<file path="src/rtl/uart_stream_if.sv">
// Avalon-MM link between the stream bridge (master) and the UART register port (slave).
interface uart_stream_if #(
    parameter int unsigned ADW = 32
);
    logic           uart_read;
    logic           uart_write;
    logic [ADW-1:0] uart_writedata;
    logic [ADW-1:0] uart_readdata;
    logic           uart_waitrequest;
    logic           uart_interrupt;

    modport master (
        output uart_read, uart_write, uart_writedata,
        input  uart_readdata, uart_waitrequest, uart_interrupt
    );

    modport slave (
        input  uart_read, uart_write, uart_writedata,
        output uart_readdata, uart_waitrequest, uart_interrupt
    );
endinterface

</file>
<file path="src/rtl/uart_stream.sv">
// Bridges a byte stream pair onto a UART Avalon register port: one-entry TX holding
// register and an RX FIFO carrying the UART overrun/parity flags with each byte.
module uart_stream #(
    parameter int unsigned BYTESIZE = 8,
    parameter string       PARITY   = "NONE",
    parameter int unsigned ADW      = 32,
    parameter int unsigned DEPTH    = 16
) (
    input  logic                   clk,
    input  logic                   rst,
    input  logic                   tx_valid,
    input  logic [BYTESIZE-1:0]    tx_data,
    output logic                   tx_ready,
    output logic                   rx_valid,
    output logic [BYTESIZE-1:0]    rx_data,
    output logic                   rx_err,
    output logic                   rx_prt,
    input  logic                   rx_ready,
    output logic [$clog2(DEPTH):0] rx_level,
    uart_stream_if.master          uart
);

    localparam int unsigned   AW        = $clog2(DEPTH);
    localparam int unsigned   LW        = AW + 1;
    localparam int unsigned   EW        = BYTESIZE + 2;
    localparam logic [LW-1:0] FullLevel = LW'(DEPTH);
    localparam bit            HasParity = (PARITY != "NONE");

    typedef enum logic [1:0] {StIdle, StRead, StWrite} state_e;

    state_e state_q, state_d;

    logic                hold_full_q, hold_full_d;
    logic [BYTESIZE-1:0] hold_data_q;
    logic                hold_load, hold_clear;

    logic [EW-1:0]       mem_q [DEPTH];
    logic [AW-1:0]       wptr_q, rptr_q;
    logic [LW-1:0]       level_q, level_d;
    logic                fifo_full, rx_push, rx_pop, prt_bit;
    logic [EW-1:0]       push_entry, head;
    logic                unused_readdata;

    // State register
    always_ff @(posedge clk) begin
        if (rst) state_q <= StIdle;
        else     state_q <= state_d;
    end

    // Next state: a pending character beats a pending TX byte
    always_comb begin
        state_d = state_q;
        unique case (state_q)
            StIdle: begin
                if (uart.uart_interrupt && !fifo_full)             state_d = StRead;
                else if (hold_full_q && !uart.uart_waitrequest)    state_d = StWrite;
            end
            StRead:  state_d = StIdle;
            StWrite: if (!uart.uart_waitrequest) state_d = StIdle;
            default: state_d = StIdle;
        endcase
    end

    // Bus outputs
    always_comb begin
        uart.uart_read      = 1'b0;
        uart.uart_write     = 1'b0;
        uart.uart_writedata = '0;
        unique case (state_q)
            StRead:  uart.uart_read = 1'b1;
            StWrite: begin
                uart.uart_write     = 1'b1;
                uart.uart_writedata = ADW'(hold_data_q);
            end
            default: ;
        endcase
    end

    // TX holding register; tx_ready is low while full, so load and clear never collide
    assign tx_ready   = !hold_full_q && !rst;
    assign hold_load  = tx_valid && tx_ready;
    assign hold_clear = (state_q == StWrite) && !uart.uart_waitrequest;

    always_comb begin
        hold_full_d = hold_full_q;
        if (hold_load)       hold_full_d = 1'b1;
        else if (hold_clear) hold_full_d = 1'b0;
    end

    always_ff @(posedge clk) begin
        if (rst) hold_full_q <= 1'b0;
        else     hold_full_q <= hold_full_d;
        if (hold_load) hold_data_q <= tx_data;
    end

    // RX FIFO; only reads that return a character (rdy set) are stored
    assign prt_bit    = HasParity ? uart.uart_readdata[ADW-3] : 1'b0;
    assign push_entry = {prt_bit, uart.uart_readdata[ADW-2], uart.uart_readdata[BYTESIZE-1:0]};
    assign rx_push    = (state_q == StRead) && uart.uart_readdata[ADW-1];
    assign rx_pop     = rx_valid && rx_ready;
    assign fifo_full  = (level_q == FullLevel);

    always_comb begin
        level_d = level_q;
        if (rx_push && !rx_pop)      level_d = level_q + LW'(1);
        else if (!rx_push && rx_pop) level_d = level_q - LW'(1);
    end

    always_ff @(posedge clk) begin
        if (rx_push) mem_q[wptr_q] <= push_entry;
    end

    always_ff @(posedge clk) begin
        if (rst) begin
            wptr_q  <= '0;
            rptr_q  <= '0;
            level_q <= '0;
        end else begin
            if (rx_push) wptr_q <= wptr_q + AW'(1);
            if (rx_pop)  rptr_q <= rptr_q + AW'(1);
            level_q <= level_d;
        end
    end

    assign head     = mem_q[rptr_q];
    assign rx_valid = (level_q != '0);
    assign rx_data  = head[BYTESIZE-1:0];
    assign rx_err   = head[BYTESIZE];
    assign rx_prt   = head[BYTESIZE+1];
    assign rx_level = level_q;

    assign unused_readdata = ^uart.uart_readdata;

endmodule
</file>
<file path="src/flat_wrapper.sv">
// flat-port wrapper written by rule: the top's interface ports become plain ports
module uart_stream_flat 
#(
    parameter int unsigned BYTESIZE = 8,
    parameter string       PARITY   = "    ",
    parameter int unsigned ADW      = 32,
    parameter int unsigned DEPTH    = 16
)
  (clk, rst, tx_valid, tx_data, tx_ready, rx_valid, rx_data, rx_err, rx_prt, rx_ready, rx_level, uart_uart_read, uart_uart_write, uart_uart_writedata, uart_uart_readdata, uart_uart_waitrequest, uart_uart_interrupt);
  uart_stream_if #(.ADW(ADW)) uart_i ();
  input  logic clk;
  input  logic rst;
  input  logic tx_valid;
  input  logic [BYTESIZE-1:0] tx_data;
  output logic tx_ready;
  output logic rx_valid;
  output logic [BYTESIZE-1:0] rx_data;
  output logic rx_err;
  output logic rx_prt;
  input  logic rx_ready;
  output logic [$clog2(DEPTH):0] rx_level;
  output wire logic [$bits(uart_i.uart_read)-1:0] uart_uart_read;
  output wire logic [$bits(uart_i.uart_write)-1:0] uart_uart_write;
  output wire logic [$bits(uart_i.uart_writedata)-1:0] uart_uart_writedata;
  input wire logic [$bits(uart_i.uart_readdata)-1:0] uart_uart_readdata;
  input wire logic [$bits(uart_i.uart_waitrequest)-1:0] uart_uart_waitrequest;
  input wire logic [$bits(uart_i.uart_interrupt)-1:0] uart_uart_interrupt;
  assign uart_uart_read = uart_i.uart_read;
  assign uart_uart_write = uart_i.uart_write;
  assign uart_uart_writedata = uart_i.uart_writedata;
  assign uart_i.uart_readdata = uart_uart_readdata;
  assign uart_i.uart_waitrequest = uart_uart_waitrequest;
  assign uart_i.uart_interrupt = uart_uart_interrupt;
  uart_stream #(.BYTESIZE(BYTESIZE), .PARITY(PARITY), .ADW(ADW), .DEPTH(DEPTH)) u_core (.clk(clk), .rst(rst), .tx_valid(tx_valid), .tx_data(tx_data), .tx_ready(tx_ready), .rx_valid(rx_valid), .rx_data(rx_data), .rx_err(rx_err), .rx_prt(rx_prt), .rx_ready(rx_ready), .rx_level(rx_level), .uart(uart_i));
endmodule
</file>
<file path="config.mk">
export PLATFORM = sky130hd
export DESIGN_NAME = uart_stream_flat
export DESIGN_NICKNAME = d
export VERILOG_FILES = /design/src/rtl/uart_stream_if.sv /design/src/rtl/uart_stream.sv /design/src/flat_wrapper.sv
export SDC_FILE = /design/constraint.sdc
export NUM_CORES = 1
export LEC_CHECK = 0
export ABC_CLOCK_PERIOD_IN_PS = 3100
export CORE_MARGIN = 4
export CORE_UTILIZATION = 55
export DETAILED_ROUTE_END_ITERATION = 16
export PLACE_DENSITY = 0.87
export SLEW_MARGIN = 10
export SYNTH_ARGS = -nofsm -noshare
export SYNTH_HDL_FRONTEND = slang
export SYNTH_SLANG_ARGS = --single-unit
</file>
<file path="constraint.sdc">
create_clock -name clk -period 3.1 [get_ports clk]
set_input_delay 0.775 -clock clk [delete_from_list [all_inputs] [get_ports clk]]
set_output_delay 0.775 -clock clk [all_outputs]
set_load 0.02 [all_outputs]
</file>
### Yosys cells after proc, flatten, opt, wreduce, memory -nomap -nowiden

Memories as Yosys holds them, arrays and structs flattened. A register that Yosys moved wholly into a read port is not among the register bits.
Cells that the tools add are included.

* memories: 1
* output and inout port bits: 51
* input port bits: 46
* logic and storage cells: 51
* bits in writable memories: 160
* register bits after elaboration: 24

* reductions and logical operators: 20
* eq/ne operators: 5
* multiplexer cells: 15
* add/subtract/negate cells: 4

Memory list
* u_core.mem_q: words 16, bits a word 10, rd ports 1, clocked after Yosys merged registers in 1, wr ports 1, RTL line uart_stream.sv:37 `logic [EW-1:0] mem_q [DEPTH];`

Operators by type and width (number)
* 5-bit two-way mux: 2
* 1-bit logical AND: 9
* 4-bit by 1-bit adder with 4-bit output (second input constant): 2
* 4-bit two-way mux: 2
* 8-bit two-way mux: 1
* 1-bit logical NOT: 6
* 1-bit two-way mux: 6
* 2-bit two-way mux: 3
* 5-bit by 1-bit adder with 5-bit output (second input constant): 1
* 5-bit == test (second input constant): 1
* 5-bit nonzero test: 1
* 5-bit by 1-bit subtractor with 5-bit output (second input constant): 1
* 2-bit one-hot mux with 2 select lines: 1
* 2-bit nonzero test: 2
* 3-bit by 1-bit != test with 1-bit output (second input constant): 1
* 2-bit by 1-bit == test with 1-bit output (second input constant): 1
* 2-bit == test (second input constant): 1
* 2-bit logical NOT: 1
* 2-bit != test (second input constant): 1
* 2-bit AND reduction: 1

### Logic depth before layout (Yosys ltp)

Gate-level depths: netlist (run 1).

* depth in word-level cells: 6
* gate-level depth with buffers: 9
* depth with buffers taken out: 9

### Worst setup path after synthesis (run 1)

OpenSTA, ideal clock, no wires.

* kind: reg-to-reg
* start point: register u_core.level_q[0] (netlist: u_core.rx_level[0])
* end point: register u_core.level_q[4] (netlist: u_core.rx_level[4])
* clock period less this slack: 2.650 ns
* library setup time: 0.123 ns
* required time: 2.977 ns
* path slack: 0.450 ns
* path buffers: 0
* arrival: 2.526 ns
* cell stages (with the launch flop): 10
* cells stage by stage: dfxtp_1 > or4_4 > o21ai_4 > ha_1 > inv_1 > ha_1 > a21oi_1 > a211oi_1 > a31oi_1 > mux2_1

* word-level cells in the longest chain between the ends: 5
* elaborated cells between the ends (all ways): 10
* those cells by class: add/sub (2); mux (2); reduce/logical (6)

Ends and longest elaborated chain
* start, declared: RTL line uart_stream.sv:39 `logic [LW-1:0] level_q, level_d;`
* start signal, assigned: RTL line uart_stream.sv:121 `level_q <= level_d;`
* branches (longest 5 deep; another with 5-bit by 1-bit subtractor with 5-bit output)

Several ways; the timed one is not identified. The select of a mux whose other input is x is not followed.
A chain may end at the register's enable or synchronous reset.

==> impl_metrics.tcl, run 1 <==
set metrics [dict create \
    cts_tree "done" \
    crit_fanout 10 \
    root_buffer "clkbuf_16" \
    cts.sinks 188 \
    required_ns 2.32 \
    drtIter0Drc 428 \
    synth_area_leader_cell "edfxtp_1" \
    dieArea_um2 15670 \
    yosys.area.top_type_share_pct 66.79 \
    yosysWarnings 0 \
    min_path_cells 1 \
    synth_common_cells "168 x edfxtp_1, 40 x mux4_2, 34 x nor2_1, 26 x buf_4" \
    ant_nets 0 \
    routedWlPerCell_um 21.85 \
    area_growth_pct 17.92 \
    dp_hpwl_um 9616 \
    ir_drop_uv 533.7 \
    grt_pass1_vias 4135 \
    row_count 42 \
    rsz0062_at_grt "no" \
    postCtsSetupRepairBufs 0 \
    reg2reg_to "u_core.rx_level[4]$_SDFFE_PP0P_" \
    final_nets 557 \
    synth.area.top_cells "edfxtp_1 67%, mux4_2 12%, dfxtp_1 5.3%" \
    total_power_mw 6.238 \
    postCtsHoldBufs 0 \
    min_period_ns 3.022 \
    min_from "u_core.state_q[0]$_SDFFE_PP0P_" \
    syn_inst 416 \
    grt_overflow 0 \
    maxCapViolCount 0 \
    crit_type "reg -> out" \
    status "complete, no violations" \
    ys.flop_type "edfxtp_1" \
    ys_types 40 \
    die-height_um 125.2 \
    portBuffers 51 \
    syn_avg_cell_area_um2 18.16 \
    drv_slew 0 \
    grt_max_degree 41 \
    setup_violations 0 \
    gp_congestion 0.7943 \
    fmax_ghz 0.3309 \
    via_count 3959 \
    cp-start-kind "register" \
    period_share_pct 97.49 \
    drtPass1Iterations 5 \
    setup-tns-final_ns 0 \
    antennaDiodeCount 0 \
    nFillCells 875 \
    finClkSkew_ns 0.004712 \
    synth_edf_count 168 \
    reg2reg_slack_ns 0.31 \
    async_flop_share_pct 0 \
    clk_latency_ns 0.42 \
    p_leak_nw 2.976 \
    drive_gt1_share_pct 21.05 \
    worstHoldPathType "reg -> reg" \
    cts_made_buffers 17 \
    synth_area_um2 7553 \
    relSlewSlack_pct 63.08 \
    rr_worst_depth 9 \
    powerDensity_nw_per_um2 700.3 \
    grt_usage_pct 19.79 \
    antenna_found_initial 0 \
    clockBufferDepth 2 \
    viasPerCell 5.746 \
    place_ws_ns 0.01809 \
    hold_end "u_core.state_q[1]$_SDFFE_PP0P_" \
    synth.ff_latch_count 188 \
    drc 0 \
    ctsHtreeMaxLevel 4 \
    die_w_um 125.2 \
    core_area_um2 13350 \
    ys_seq_area_share_pct 72.09 \
    reg2reg_from "u_core.rx_level[0]$_SDFFE_PP0P_" \
    wl_um 15060 \
    setup_slack_ns 0.07777 \
    yosysMostFrequentCell "edfxtp_1" \
    worstPathArrival_ns 2.25 \
    io_pins 97 \
    floorplan.initialDensity_pct 56.59 \
    endpoint_kind "output pin" \
    worst_pin_slew_ns 0.5521 \
    cts.clk_slew.worst_paths_ns 0.06 \
    hold_viol 0 \
    grt_pass1_wl_um 23400 \
]
[sequential cells by signal, summed over array words and instances (netlist names), named ones only]
signal and flops:
u_core.state_q 2, u_core.hold_full_q 1, u_core.wptr_q 4, u_core.rptr_q 4
u_core.rx_level 5, u_core.hold_data_q 8, u_core.mem_q 160
[power breakdown]
group          switching (mW)  internal, mW
clock                   0.871          1.02
sequential             0.0832          2.82
combinational           0.706         0.736
[what timing repair did]
action	in CTS	in global routing
endpoints found under the hold margin	0	0
setup endpoints to repair	10	2
pin swaps	1	0
cloned	1	0
resized for setup	17	2
[cells in the final DEF, fill, tap and decap left out, drive strengths merged, types with 2 or more instances in the layout]
master / count
nand2b: 3
mux4: 40
a21oi: 5
o211ai: 2
nor2b: 4
dfxtp: 20
o21ai: 2
clkinv: 4
ha: 10
edfxtp: 168
a211oi: 2
clkinvlp: 7
a22oi: 20
dlygate4sd2: 9
conb: 24
nor2: 34
nand3b: 2
inv: 7
clkbuf: 21
nand2: 17
xor2: 7
buf: 34
xnor2: 2
and2: 10
nand3: 2
clkdlybuf4s50: 41
nor3: 4
[layout make-up]
cell class,count,area (um2),area share (%)
clock inverters,11,73.82,0.8288
multi-input cells,201,1886,21.17
clock buffers,21,440.4,4.945
flip-flops and latches,188,5449,61.17
inverters,7,26.28,0.2950
repair buffers,85,812.0,9.116
well taps,176,220.2,2.472
[worst max path at each step]
| stage | start | slack, ns | endpoint | depth (start not counted) |
|---|---|---|---|---|
| 6_report | register | 0.08 | rx_data[1] | 5 |
| 5_1_grt | register | 0.008 | rx_prt | 5 |
| 4_1_cts | register | 0.03 | rx_data[0] | 5 |
| 3_5_place_dp | rx_ready | 0.02 | u_core.rx_level[4]$_SDFFE_PP0P_ | 9 |
| 3_3_place_gp | rx_ready | 0.07 | u_core.rx_level[4]$_SDFFE_PP0P_ | 9 |
| 2_1_floorplan | u_core.rx_level[0]$_SDFFE_PP0P_ | 0.45 | u_core.rx_level[4]$_SDFFE_PP0P_ | 9 |
[critical path, stage by stage (launching register included)]
cell and delay [ns]:
dfxtp_4 0.43, buf_12 0.17, mux4_2 0.52, a22oi_1 0.28, nand2_1 0.09, dlygate4sd2_1 0.32
[routing by layer]
metal	track usage [%]	wire, um
met3	4.392	1038
met2	33.00	7625
met4	7.908	344
met1	25.61	6046
met5	0	0
[cells by family (layout without fill, tap and decap cells)]
logic type               Yosys count  in the layout  synth area share, %
AO/OA/AOI/OAI                     34             34                3.412
XOR/XNOR                           9              9                1.044
adder cells (fa/ha/maj)           11             11                1.921
buffers and inverters             50            124                4.224
flip-flops                       188            188                72.09
multiplexers                      42             42                12.21
other                              1             24              0.04965
AND/OR/NAND/NOR                   81             81                5.052
[per-stage QoR]
stage | instance area, um2 | util, % | std cells | hold slack [ns]
2_1_floorplan | 7640 | - | 439 | 0.4579
3_3_place_gp | 8352 | 62.57 | 656 | 0.4810
3_5_place_dp | 8352 | 62.57 | 656 | 0.4975
4_1_cts | 8899 | 66.67 | 689 | 0.5072
5_1_grt | 8907 | 66.73 | 689 | 0.5360
6_report | 8907 | 66.73 | 689 | 0.5042
Note: power is estimated with default switching activity, not from simulation.
==> inputs of run 2 (changes only) <==
--- a/config.mk
+++ b/config.mk
@@ -5,11 +5,12 @@
 export SDC_FILE = /design/constraint.sdc
 export NUM_CORES = 1
 export LEC_CHECK = 0
-export ABC_CLOCK_PERIOD_IN_PS = 3100
+export ABC_CLOCK_PERIOD_IN_PS = 3700
 export CORE_MARGIN = 4
-export CORE_UTILIZATION = 55
+export CORE_UTILIZATION = 62
+export CTS_BUF_LIST = sky130_fd_sc_hd__clkbuf_8
 export DETAILED_ROUTE_END_ITERATION = 16
-export PLACE_DENSITY = 0.87
+export PLACE_DENSITY = 0.95
 export SLEW_MARGIN = 10
 export SYNTH_ARGS = -nofsm -noshare
 export SYNTH_HDL_FRONTEND = slang
==> constraint.sdc (replaced) <==
create_clock -name clk -period 3.7 [get_ports clk]
set_input_delay 0.925 -clock clk [delete_from_list [all_inputs] [get_ports clk]]
set_output_delay 0.925 -clock clk [all_outputs]
set_load 0.01 [all_outputs]
==> run 2 against run 1 <==
Power down 24%. Routed wire length fell by 9.3%. Die area is 11% lower. Clock skew up 0.0033 ns. Core utilization rose by 5.1 points. Via count decreased by 5.6%. Critical path type unchanged. Highest routed layer unchanged.
==> impl_metrics.tcl, run 2 (synthesis results as in run 1) <==
set metrics [dict create \
    wl_um 13650 \
    cts_made_buffers 17 \
    ctsResizeCount 0 \
    worstHoldPathType "reg -> reg" \
    power_frac_comb_pct 22.8 \
    drive_gt1_share_pct 18.92 \
    p_switching_mw 1.212 \
    min_path_cells 1 \
    powerDensity_nw_per_um2 551.0 \
    drtIter0Drc 390 \
    die_w_um 118.4 \
    grt_overflow 0 \
    dieArea_um2 14010 \
    fin_util_pct 71.84 \
    hold_end "u_core.state_q[1]$_SDFFE_PP0P_" \
    required_ns 2.77 \
    clk_latency_ns 0.45 \
    core_area_um2 11960 \
    via_count 3738 \
    die-height_um 118.4 \
    ir_drop_uv 425.2 \
    rsz0062_at_grt "no" \
    setup_violations 0 \
    grt_pass1_vias 4031 \
    maxCapViolCount 0 \
    postCtsSetupRepairBufs 0 \
    dp_hpwl_um 9092 \
    multi_input_area_um2 1876 \
    seq_area_um2 5446 \
    reg2reg_from "u_core.rx_level[0]$_SDFFE_PP0P_" \
    top_register "u_core.mem_q" \
    nFillCells 683 \
    p_seq_share_pct 50.9 \
    grt_max_degree 41 \
    ctsHtreeMaxLevel 4 \
    clkPwrFrac_pct 26.3 \
    ant_nets 0 \
    period_share_pct 94.34 \
    final_cell_mix "168 x edfxtp_1, 51 x clkdlybuf4s50_1, 40 x mux4_2" \
    routedWlPerCell_um 21.04 \
    p_leak_nw 2.851 \
    rr_worst_depth 9 \
    row_count 40 \
    clockBufferDepth 2 \
    reg2reg_slack_ns 0.84 \
    postCtsHoldBufs 0 \
    antenna_found_initial 0 \
    final_common_cell "edfxtp_1" \
    fmax_ghz 0.2865 \
    largest_reg_flops 160 \
    worstPathArrival_ns 2.57 \
    cp-start-kind "register" \
    status "complete, no violations" \
    crit_type "reg -> out" \
    crit_fanout 40 \
    power_switching_share_pct 25.59 \
    cts.clk_slew.worst_paths_ns 0.09 \
    area_growth_pct 13.77 \
    io_pins 97 \
    finClkSkew_ns 0.007962 \
    reg2reg_to "u_core.rx_level[4]$_SDFFE_PP0P_" \
    drv_slew 0 \
    grt_usage_pct 20.86 \
    drtPass1Iterations 5 \
    grt_pass1_wl_um 21840 \
    internal_power_mw 3.523 \
    viasPerCell 5.760 \
    relSlewSlack_pct 62.21 \
    setup-tns-final_ns 0 \
    gp_congestion 0.7978 \
    cts_tree "done" \
    final_nets 546 \
    floorplan.initialDensity_pct 63.15 \
    min_period_ns 3.491 \
    antennaDiodeCount 0 \
    portBuffers 51 \
    drc 0 \
    endpoint_kind "output pin" \
    min_from "u_core.state_q[0]$_SDFFE_PP0P_" \
    hold_viol 0 \
    cts.sinks 188 \
    worst_pin_slew_ns 0.5650 \
    root_buffer "clkbuf_8" \
]
[run 2: cell count changes in the layout (fill, tap and decap cells not counted), sizes merged]
cell | previous run | this run
clkdlybuf4s50 | 41 | 51
clkdlybuf4s15 | 1 | 0
dlygate4sd2 | 9 | 0
clkbuf | 21 | 17
inv | 7 | 9
clkinvlp | 7 | 2
bufinv | 0 | 2
clkinv | 4 | 9
buf | 34 | 23
[run 2: worst max path at each step]
stage                                start                         endpoint  slack, ns  depth (start not counted)
floorplan           uart_uart_readdata[31]  u_core.rx_level[4]$_SDFFE_PP0P_       1.00                          9
global placement                  rx_ready  u_core.rx_level[4]$_SDFFE_PP0P_       0.54                          9
detailed placement                rx_ready  u_core.rx_level[4]$_SDFFE_PP0P_       0.42                          9
CTS                               register                       rx_data[6]       0.13                          5
global route                      register                       rx_data[6]       0.04                          5
finish                            register                       rx_data[6]       0.21                          5
[run 2: routing by layer]
metal / vias up / track usage, % / part of all wire, %
met1: 1843 / 26.42 / 38
met5: - / 0 / 0
met3: 15 / 4.737 / 7.8
met4: 0 / 7.676 / 1.1
li1: 1714 / - / -
met2: 166 / 35.62 / 53
[run 2: power by group through the flow]
stage               registers, mW  logic (mW)  clock network [mW]
floorplan                    2.46       0.777                   0
global placement             2.45        1.05                   0
detailed placement           2.46        1.09                   0
CTS                          2.41        1.10                1.27
global route                 2.42        1.18                1.37
finish                       2.41        1.08                1.24
[run 2: layout make-up]
type | count | share of cell area (%)
Sequential cell | 188 | 63.38
Tap cell | 147 | 2.140
Multi-Input combinational cell | 201 | 21.83
Inverter | 7 | 0.3058
Clock buffer | 17 | 2.723
Timing Repair Buffer | 74 | 8.096
Clock inverter | 15 | 1.529
[run 2: metrics by stage]
step	setup slack [ns]	total power, mW	area (um2)	hold WS (ns)	cells
after floorplan	1.002	3.234	7640	0.4579	439
after global placement	0.5408	3.508	8228	0.4781	617
after detailed placement	0.4242	3.551	8228	0.5065	617
after CTS	0.1285	4.774	8593	0.5212	649
after global routing	0.04098	4.962	8593	0.5458	649
final	0.2093	4.735	8593	0.5186	649
[run 2: worst max-delay path, cell delays in order, from the launching register on]
cell             delay (ns)
dfxtp_2                0.35
buf_12                 0.29
mux4_2                 0.55
a22oi_1                0.28
nand2_1                0.13
clkdlybuf4s50_1        0.51
